**src/rtl/traffic_gen.sv**
```systemverilog
// traffic_gen: bounded, seedable, rate-controlled byte source for the
// production side of a FIFO (valid/ready handshake).
//
// Optional build macro: TRAFFIC_GEN_CHECKSUM_EN
//   When defined, adds checksum_out[7:0], the running XOR of every accepted
//   byte since the last start or reset.
//
// state | meaning
// ------+-----------------------------------------------------------------
// IDLE  | no burst active; waiting for start_in
// WAIT  | idle gap between offers; gapCount counts down to 1
// OFFER | outputValid_out high; data held until accepted
// DONE  | burst length reached; done_out high until next start or reset
module traffic_gen #(
    parameter int         COUNT_WIDTH = 16,
    parameter logic [7:0] LFSR_TAPS   = 8'hB8
) (
    input  logic                   clk_in,
    input  logic                   reset_in,
    input  logic                   start_in,
    input  logic                   stop_in,
    input  logic [1:0]             mode_in,
    input  logic [7:0]             seed_in,
    input  logic [3:0]             ceiling_in,
    input  logic [7:0]             burstLen_in,
    output logic [7:0]             outputData_out,
    output logic                   outputValid_out,
    input  logic                   outputReady_in,
    output logic                   busy_out,
    output logic                   done_out,
    output logic                   stall_out,
`ifdef TRAFFIC_GEN_CHECKSUM_EN
    output logic [7:0]             checksum_out,
`endif
    output logic [COUNT_WIDTH-1:0] count_out
);

    typedef enum logic [1:0] {
        IDLE  = 2'd0,
        WAIT  = 2'd1,
        OFFER = 2'd2,
        DONE  = 2'd3
    } genState_e;

    localparam logic [1:0] MODE_COUNTER  = 2'b00;
    localparam logic [1:0] MODE_LFSR     = 2'b01;
    localparam logic [1:0] MODE_WALKING  = 2'b10;
    localparam logic [1:0] MODE_CONSTANT = 2'b11;

    genState_e              state;
    genState_e              stateNext;

    // Shadow configuration, captured only at start.
    logic [1:0]             modeReg;
    logic [3:0]             ceilingReg;
    logic                   continuousReg;

    logic [7:0]             remainingReg;
    logic [3:0]             gapCount;
    logic [7:0]             dataReg;
    logic [COUNT_WIDTH-1:0] countReg;
    logic                   stopFlag;

    logic                   loadConfig;
    logic                   transfer;
    logic                   lastByte;

    // First byte of a burst. An all-zero LFSR would lock up, so zero seeds
    // are promoted to 8'h01; walking-one ignores the seed entirely.
    function automatic logic [7:0] initialData(input logic [1:0] mode,
                                               input logic [7:0] seed);
        logic [7:0] value;
        value = seed;
        case (mode)
            MODE_COUNTER:  value = seed;
            MODE_LFSR:     value = (seed == 8'h00) ? 8'h01 : seed;
            MODE_WALKING:  value = 8'h01;
            MODE_CONSTANT: value = seed;
            default:       value = seed;
        endcase
        return value;
    endfunction

    // Byte that follows the given one in the selected pattern.
    function automatic logic [7:0] nextData(input logic [1:0] mode,
                                            input logic [7:0] current);
        logic [7:0] value;
        value = current;
        case (mode)
            MODE_COUNTER:  value = current + 8'd1;
            MODE_LFSR:     value = current[0] ? ((current >> 1) ^ LFSR_TAPS)
                                              : (current >> 1);
            MODE_WALKING:  value = {current[6:0], current[7]};
            MODE_CONSTANT: value = current;
            default:       value = current;
        endcase
        return value;
    endfunction

    assign lastByte = !continuousReg && (remainingReg == 8'd1);

    // State register; reset dominates every other input.
    always_ff @(posedge clk_in) begin
        if (reset_in) begin
            state <= IDLE;
        end else begin
            state <= stateNext;
        end
    end

    // Next-state decode plus the load/transfer strobes used by the datapath.
    always_comb begin
        stateNext  = state;
        loadConfig = 1'b0;
        transfer   = 1'b0;
        case (state)
            IDLE, DONE: begin
                if (start_in && !stop_in) begin
                    loadConfig = 1'b1;
                    stateNext  = (ceiling_in == 4'd0) ? OFFER : WAIT;
                end
            end
            WAIT: begin
                if (stop_in) begin
                    stateNext = IDLE;
                end else if (gapCount <= 4'd1) begin
                    stateNext = OFFER;
                end
            end
            OFFER: begin
                if (outputReady_in) begin
                    transfer = 1'b1;
                    // A stop arriving on the accepting edge itself is honoured
                    // immediately rather than costing one more byte.
                    if (lastByte) begin
                        stateNext = DONE;
                    end else if (stopFlag || stop_in) begin
                        stateNext = IDLE;
                    end else if (ceilingReg == 4'd0) begin
                        stateNext = OFFER;
                    end else begin
                        stateNext = WAIT;
                    end
                end
            end
            default: stateNext = IDLE;
        endcase
    end

    // Shadow config, gap timer, remaining count, data pattern and byte count.
    always_ff @(posedge clk_in) begin
        if (reset_in) begin
            modeReg       <= MODE_COUNTER;
            ceilingReg    <= 4'd0;
            continuousReg <= 1'b0;
            remainingReg  <= 8'd0;
            gapCount      <= 4'd0;
            dataReg       <= 8'd0;
            countReg      <= '0;
            stopFlag      <= 1'b0;
        end else if (loadConfig) begin
            modeReg       <= mode_in;
            ceilingReg    <= ceiling_in;
            continuousReg <= (burstLen_in == 8'd0);
            remainingReg  <= burstLen_in;
            gapCount      <= ceiling_in;
            dataReg       <= initialData(mode_in, seed_in);
            countReg      <= '0;
            stopFlag      <= 1'b0;
        end else begin
            if (state == WAIT && gapCount != 4'd0) begin
                gapCount <= gapCount - 4'd1;
            end
            if (state == OFFER && stop_in) begin
                stopFlag <= 1'b1;
            end
            if (transfer) begin
                if (countReg != {COUNT_WIDTH{1'b1}}) begin
                    countReg <= countReg + {{(COUNT_WIDTH-1){1'b0}}, 1'b1};
                end
                if (!continuousReg) begin
                    remainingReg <= remainingReg - 8'd1;
                end
                dataReg  <= nextData(modeReg, dataReg);
                gapCount <= ceilingReg;
            end
        end
    end

`ifdef TRAFFIC_GEN_CHECKSUM_EN
    logic [7:0] checksumReg;

    // Running XOR of accepted bytes, restarted with every burst.
    always_ff @(posedge clk_in) begin
        if (reset_in) begin
            checksumReg <= 8'd0;
        end else if (loadConfig) begin
            checksumReg <= 8'd0;
        end else if (transfer) begin
            checksumReg <= checksumReg ^ dataReg;
        end
    end

    assign checksum_out = checksumReg;
`endif

    assign outputData_out  = dataReg;
    assign outputValid_out = (state == OFFER);
    assign busy_out        = (state == WAIT) || (state == OFFER);
    assign done_out        = (state == DONE);
    assign stall_out       = outputValid_out & ~outputReady_in;
    assign count_out       = countReg;

endmodule

```
**config.mk**
```make
export PLATFORM = sky130hd
export DESIGN_NAME = traffic_gen
export DESIGN_NICKNAME = d
export VERILOG_FILES = /design/src/rtl/traffic_gen.sv
export SDC_FILE = /design/constraint.sdc
export NUM_CORES = 1
export LEC_CHECK = 0
export CAP_MARGIN = 15
export CORE_ASPECT_RATIO = 0.75
export CORE_MARGIN = 2
export CORE_UTILIZATION = 50
export CTS_BUF_LIST = sky130_fd_sc_hd__clkbuf_8
export CTS_CLUSTER_SIZE = 8
export DETAILED_ROUTE_END_ITERATION = 6
export GPL_TIMING_DRIVEN = 0
export PLACE_DENSITY = 0.78
export SLEW_MARGIN = 15
export SYNTH_ARGS = -nofsm -noshare
export SYNTH_HDL_FRONTEND = slang
export SYNTH_SLANG_ARGS = --single-unit
```
**constraint.sdc**
```tcl
create_clock -name clk_in -period 4.35 [get_ports clk_in]
set_input_delay 0.87 -clock clk_in [delete_from_list [all_inputs] [get_ports clk_in]]
set_output_delay 0.87 -clock clk_in [all_outputs]
set_load 0.005 [all_outputs]
```
==> flow_summary.json, run 1 <==
{
  "status": "finished, final reports clean",
  "endpoint_kind": "output pin",
  "grt_pass1_vias": 2332,
  "synth-compound-area-share_pct": 18.4,
  "synth_edf_count": 0,
  "initial_core_util_pct": 51.1,
  "cp_slowest_stage_delay_ps": 520,
  "path_delay_family": "buffers and inverters",
  "clockBufferDepth": 2,
  "hold_class": "flop to flop",
  "critPathArrivalTime_ps": 2080,
  "slowest_stage": "clkdlybuf4s50_1",
  "ys_ff_latch": 46,
  "synth_top_family_by_area": "simple AND/OR/NAND/NOR gates",
  "synthCells": 333,
  "syn-num-nets": 375,
  "crit_end": "stall_out",
  "critPathKind": "input port to output pin",
  "cts_max_level": 2,
  "drt_iter0_drc": 193,
  "ant_nets": 0,
  "die_w_um": 88.7,
  "clk_latency_ps": 310,
  "dp_hpwl_um": 5280,
  "routed_wirelength_um": 6960,
  "vdd_drop_max_uv": 197,
  "ys_dominant_reg_cell": "dfxtp_1",
  "syn_area_mm2": 0.00269,
  "whs_path_depth": 2,
  "row_count": 23,
  "antenna_found_initial": 0,
  "grt_max_degree": 14,
  "drt_pre_antenna_iters": 5,
  "startpoint": "outputReady_in",
  "fin_crit_sh_pct": 67.7,
  "ys_warn_count": 0,
  "clk_pin_slew_worst_paths_ps": 90,
  "reg2reg_to": "gapCount[2]$_SDFFE_PP0P_",
  "async_reset_ff_share_pct": 0,
  "seq_area_frac_synth_pct": 34.2,
  "path_buf_inv": 2,
  "slew_violations": 0,
  "yosys.area_share.simple_pct": 24.6,
  "grt_pass1_wl_um": 11000,
  "synth_cell_type_count": 43,
  "drive_gt1_share_pct": 3.54,
  "reg2reg_slack_ps": 2100,
  "min_period_ps": 2950,
  "multiInputGateArea_mm2": 0.00164,
  "cts-root-buf": "clkbuf_8",
  "max_clock_freq_mhz": 339,
  "path_depth": 3,
  "cp_cell_sequence": "clkdlybuf4s50_1, nor2b_1, clkdlybuf4s50_1",
  "cp-start-kind": "input port",
  "gp_congestion": 0.874,
  "synth-xor-area-share_pct": 10.4,
  "num_vias": 2630,
  "rsz0062_at_grt": "no",
  "worstPathMaxFanout": 5,
  "worstMarginPinSlew_ps": 588,
  "routedWlPerCell_um": 14.8,
  "holdBufCountCts": 0,
  "die_h_um": 67.5,
  "synth_mux_area_share_pct": 0.372,
  "layout_setup_ws_ps": 1400,
  "slew_headroom_pct": 60.5,
  "route.detailed.drc": 0,
  "r2r_cells": 8,
  "setup_viol": 0,
  "r2r-start": "state[0]$_SDFFE_PP0P_",
  "final_common_cell": "clkdlybuf4s50_1",
  "tns_ps": 0,
  "dp_slack_ps": 1400,
  "cts_sinks": 46,
  "hold_viol_final": 0,
  "post_cts_resized": 0,
  "dieArea_mm2": 0.00599,
  "antennaDiodeCount": 0,
  "synth.avg_cell_area_um2": 8.08,
  "cts_post_setup_buffers_inserted": 0,
  "nets": 436,
  "core_region_area_mm2": 0.00527,
  "final_cell_mix": "clkdlybuf4s50_1 (54), dfxtp_1 (46), nor2_1 (45)",
  "cts_tree": "yes",
  "pin_count": 55,
  "power.density_mw_per_mm2": 480,
  "synth_fa_ha_area_share_pct": 6.97,
  "cts_buffers": 5,
  "areaGrowthSynthToFinish_pct": 27.5,
  "leakagePower_nw": 1.19,
  "cp.required_ps": 3480,
  "fillerInstances": 451,
  "clock-skew-final_ps": 5.88,
  "drv_cap": 0,
  "final-seq-area_um2": 921,
  "port_buffers": 54,
  "grt_overflow": 0,
  "track_usage_pct": 24.2,
  "vias_per_cell": 5.60,
  "cp_common_cell": "clkdlybuf4s50_1"
}
==> cell type report <==
type	count	share of cell area, %
Clock inverter	3	1.09
Sequential cell	46	26.8
Clock buffer	5	2.01
Inverter	17	1.86
Multi-Input combinational cell	252	47.6
Timing Repair Buffer	54	15.7
Buffer	18	2.08
Tap cell	75	2.73
==> per-stage QoR <==
stage | total power, mW | utilization [%] | hold slack [ps] | cells | instance area [um^2]
final | 1.65 | 65.2 | 483 | 470 | 3430
after global routing | 1.77 | 65.2 | 496 | 470 | 3430
after CTS | 1.65 | 65.2 | 482 | 470 | 3430
after detailed placement | 1.33 | 63.2 | 469 | 462 | 3330
after global placement | 1.31 | 63.2 | 463 | 462 | 3330
after floorplan | 1.08 | - | 449 | 333 | 2690
==> routing by layer <==
| metal | wire length (um) | part of all wire [%] | GRT usage (%) |
|---|---|---|---|
| met3 | 534 | 7.7 | 6.72 |
| met4 | 56 | 0.80 | 5.68 |
| met1 | 3410 | 49 | 35.1 |
| met2 | 2960 | 42 | 35.6 |
| met5 | 0 | 0 | 0 |
==> how the worst min path moves through the flow <==
| stage | end | from | slack, ps |
|---|---|---|---|
| floorplan | ceilingReg[1]$_SDFFE_PP0P_ | ceilingReg[1]$_SDFFE_PP0P_ | 450 |
| global placement | ceilingReg[1]$_SDFFE_PP0P_ | ceilingReg[1]$_SDFFE_PP0P_ | 460 |
| detailed placement | ceilingReg[0]$_SDFFE_PP0P_ | ceilingReg[0]$_SDFFE_PP0P_ | 470 |
| CTS | ceilingReg[1]$_SDFFE_PP0P_ | ceilingReg[1]$_SDFFE_PP0P_ | 480 |
| global route | ceilingReg[0]$_SDFFE_PP0P_ | ceilingReg[0]$_SDFFE_PP0P_ | 500 |
| finish | ceilingReg[1]$_SDFFE_PP0P_ | ceilingReg[1]$_SDFFE_PP0P_ | 480 |
==> cell usage after synthesis, types with 6 or more instances <==
cell	count	share of area (%)
clkbuf_1	15	2.1
a21oi_1	23	4.3
a221oi_1	14	4.6
nand3_1	10	1.9
nor3_1	10	1.9
nor4_1	11	2.6
ha_1	15	7.0
inv_1	17	2.4
a211oi_1	12	3.3
xnor2_1	18	5.9
nand2_1	25	3.5
o21ai_0	6	1.1
nor2_1	45	6.3
dfxtp_1	46	34
nand4_1	10	2.3
xor2_1	14	4.6
==> logic make-up (layout without fill, tap and decap cells) <==
group,count (synthesis),count (layout)
XOR/XNOR,32,32
flip-flops,46,46
AND/OR/NAND/NOR,132,132
buffers and inverters,35,97
AO/OA/AOI/OAI,72,72
multiplexers,1,1
adder cells (fa/ha/maj),15,15
==> worst register-to-register path, stage by stage (launching register included) <==
cell,delay [ps]
dfxtp_1,390
inv_1,60
ha_1,320
inv_1,140
or2_1,120
clkbuf_1,320
buf_2,320
o221ai_1,160
a221oi_1,320
==> registers in the layout, summed over array words and instances (netlist names) <==
name / count
continuousReg: 1
state: 2
outputData_out: 8
stopFlag: 1
ceilingReg: 4
count_out: 16
modeReg: 2
gapCount: 4
remainingReg: 8
==> report_power, final <==
group	internal [mW]	total, mW	switching [mW]	leakage (nW)
clock network	0.167	0.312	0.145	0.0607
logic	0.340	0.742	0.402	0.753
registers	0.508	0.594	0.0863	0.375
(Power assumes the default switching activity.)
==> run 2, diff against run 1 <==
==> constraint.sdc (replaced) <==
create_clock -name clk_in -period 2.9 [get_ports clk_in]
set_input_delay 0.58 -clock clk_in [delete_from_list [all_inputs] [get_ports clk_in]]
set_output_delay 0.58 -clock clk_in [all_outputs]
set_load 0.005 [all_outputs]
==> results of run 2 <==
The final DEF is identical to that of run 1. Status: finished, final reports clean.
Among the figures that moved: setup slack after placement 1400 ps -> 241 ps; setup slack after layout 1400 ps -> 534 ps; register-to-register setup slack 2100 ps -> 650 ps; total power 1.65 mW -> 2.47 mW; worst IR drop on VDD 197 uV -> 296 uV
==> run 3, diff against run 2 <==
==> constraint.sdc (replaced) <==
create_clock -name clk_in -period 2.2 [get_ports clk_in]
set_input_delay 0.44 -clock clk_in [delete_from_list [all_inputs] [get_ports clk_in]]
set_output_delay 0.44 -clock clk_in [all_outputs]
set_load 0.005 [all_outputs]
==> run 3 against run 2 <==
  * Register-to-register slack got worse by 400 ps
  * First-iteration DRC count rose by 13%
  * Sequential share of layout area shrank 0.11 points
  * Die area unchanged
  * Design area is 0.40% higher
  * Hold slack gained 3.3 ps
  * Critical path depth did not move
  * Setup slack got worse by 410 ps
  * Count of clock-buffer cells in the layout unchanged
  * Total power rose by 34%
  * Largest cell class unchanged
==> flow_summary.json, run 3 (same netlist as run 1, synthesis figures left out) <==
{
  "status": "finished, final reports clean",
  "grt_max_degree": 14,
  "vias_per_cell": 5.65,
  "ant_nets": 0,
  "place_area_mm2": 0.00333,
  "cts_tree": "yes",
  "min_period_ps": 2070,
  "endpoint_kind": "output pin",
  "max_clock_freq_mhz": 483,
  "dieArea_mm2": 0.00599,
  "port_buffers": 54,
  "rsz0062_at_grt": "no",
  "antennaDiodeCount": 0,
  "holdBufCountCts": 0,
  "setup_viol": 0,
  "largest_reg_flops": 16,
  "drv_cap": 0,
  "num_vias": 2642,
  "fin_util_pct": 65.4,
  "power.density_mw_per_mm2": 958,
  "dp_hpwl_um": 5280,
  "gp_congestion": 0.874,
  "clockBufferDepth": 2,
  "clk_pin_slew_worst_paths_ps": 90,
  "post_cts_resized": 1,
  "critPathKind": "input port to output pin",
  "worstMarginPinSlew_ps": 581,
  "r2r-start": "state[0]$_SDFFE_PP0P_",
  "slew_violations": 0,
  "critPathArrivalTime_ps": 1630,
  "finalPower_mw": 3.30,
  "grt_pass1_vias": 2345,
  "clk_latency_ps": 310,
  "nets": 434,
  "core_region_area_mm2": 0.00527,
  "antenna_found_initial": 0,
  "routed_wirelength_um": 6980,
  "hold_viol_final": 0,
  "cp-start-kind": "input port",
  "worstPathMaxFanout": 5,
  "r2r_cells": 6,
  "crit_end": "stall_out",
  "leakagePower_nw": 1.19,
  "reg2reg_slack_ps": 250,
  "areaGrowthSynthToFinish_pct": 28.0,
  "reg2reg_to": "remainingReg[3]$_SDFFE_PP0P_",
  "routedWlPerCell_um": 14.9,
  "startpoint": "outputReady_in",
  "die_w_um": 88.7,
  "drive_gt1_share_pct": 5.09,
  "pin_count": 55,
  "row_count": 23,
  "final_common_cell": "clkdlybuf4s50_1",
  "cp.required_ps": 1760,
  "cts_buffers": 5,
  "cts_max_level": 2,
  "min_from": "ceilingReg[1]$_SDFFE_PP0P_",
  "final_area_mm2": 0.00345,
  "vdd_drop_max_uv": 389,
  "hold_class": "flop to flop",
  "slew_headroom_pct": 61.0,
  "drt_pre_antenna_iters": 6,
  "clock-skew-final_ps": 6.77,
  "grt_overflow": 0,
  "final_cell_mix": "clkdlybuf4s50_1 (54), dfxtp_1 (46), nor2_1 (44)",
  "cts_sinks": 46,
  "route.detailed.drc": 0,
  "track_usage_pct": 24.3,
  "cts-root-buf": "clkbuf_8",
  "cts_post_setup_buffers_inserted": 0,
  "die_h_um": 67.5,
  "grt_pass1_wl_um": 11100,
  "fin_crit_sh_pct": 94.1,
  "drt_iter0_drc": 218,
  "initial_core_util_pct": 51.1
}
-- run 3: worst max-delay path, stage by stage --
cell and delay, ps:
clkdlybuf4s50_1 510, nor2b_2 170, clkdlybuf4s50_1 510
-- run 3: final cells by class --
cell class | count | area [um^2]
tap | 75 | 93.8
multi-input combinational | 252 | 1660
fill | 448 | 1820
clock buffer | 5 | 68.8
timing repair buffer | 54 | 541
sequential | 46 | 921
inverter | 17 | 63.8
buffer | 16 | 65.1
clock inverter | 3 | 37.5
-- run 3: worst min path at each step --
| stage | depth (start not counted) | to |
|---|---|---|
| final | 2 | ceilingReg[1]$_SDFFE_PP0P_ |
| after global routing | 2 | ceilingReg[0]$_SDFFE_PP0P_ |
| after CTS | 2 | ceilingReg[1]$_SDFFE_PP0P_ |
| after detailed placement | 2 | ceilingReg[0]$_SDFFE_PP0P_ |
| after global placement | 2 | ceilingReg[1]$_SDFFE_PP0P_ |
| after floorplan | 2 | ceilingReg[1]$_SDFFE_PP0P_ |
-- run 3: per-layer routing --
layer | part of all wire, % | routed length [um] | global-route usage (%)
met1 | 50 | 3500 | 35.1
met2 | 42 | 2960 | 35.9
met3 | 6.6 | 460 | 6.72
met4 | 0.80 | 56 | 5.68
met5 | 0 | 0 | 0
-- run 3: per-stage QoR --
step	hold slack (ps)	worst slack [ps]	instances	setup TNS [ps]
floorplan	449	355	333	0
global placement	463	-272	462	-7590
detailed placement	469	-319	462	-8860
CTS	482	30.8	469	0
global route	496	27.0	468	0
finish	486	129	468	0
-- run 3: power by group --
group	switching, mW	total (mW)	internal [mW]
registers	0.174	1.18	1.00
clock network	0.289	0.620	0.331
logic	0.802	1.50	0.702
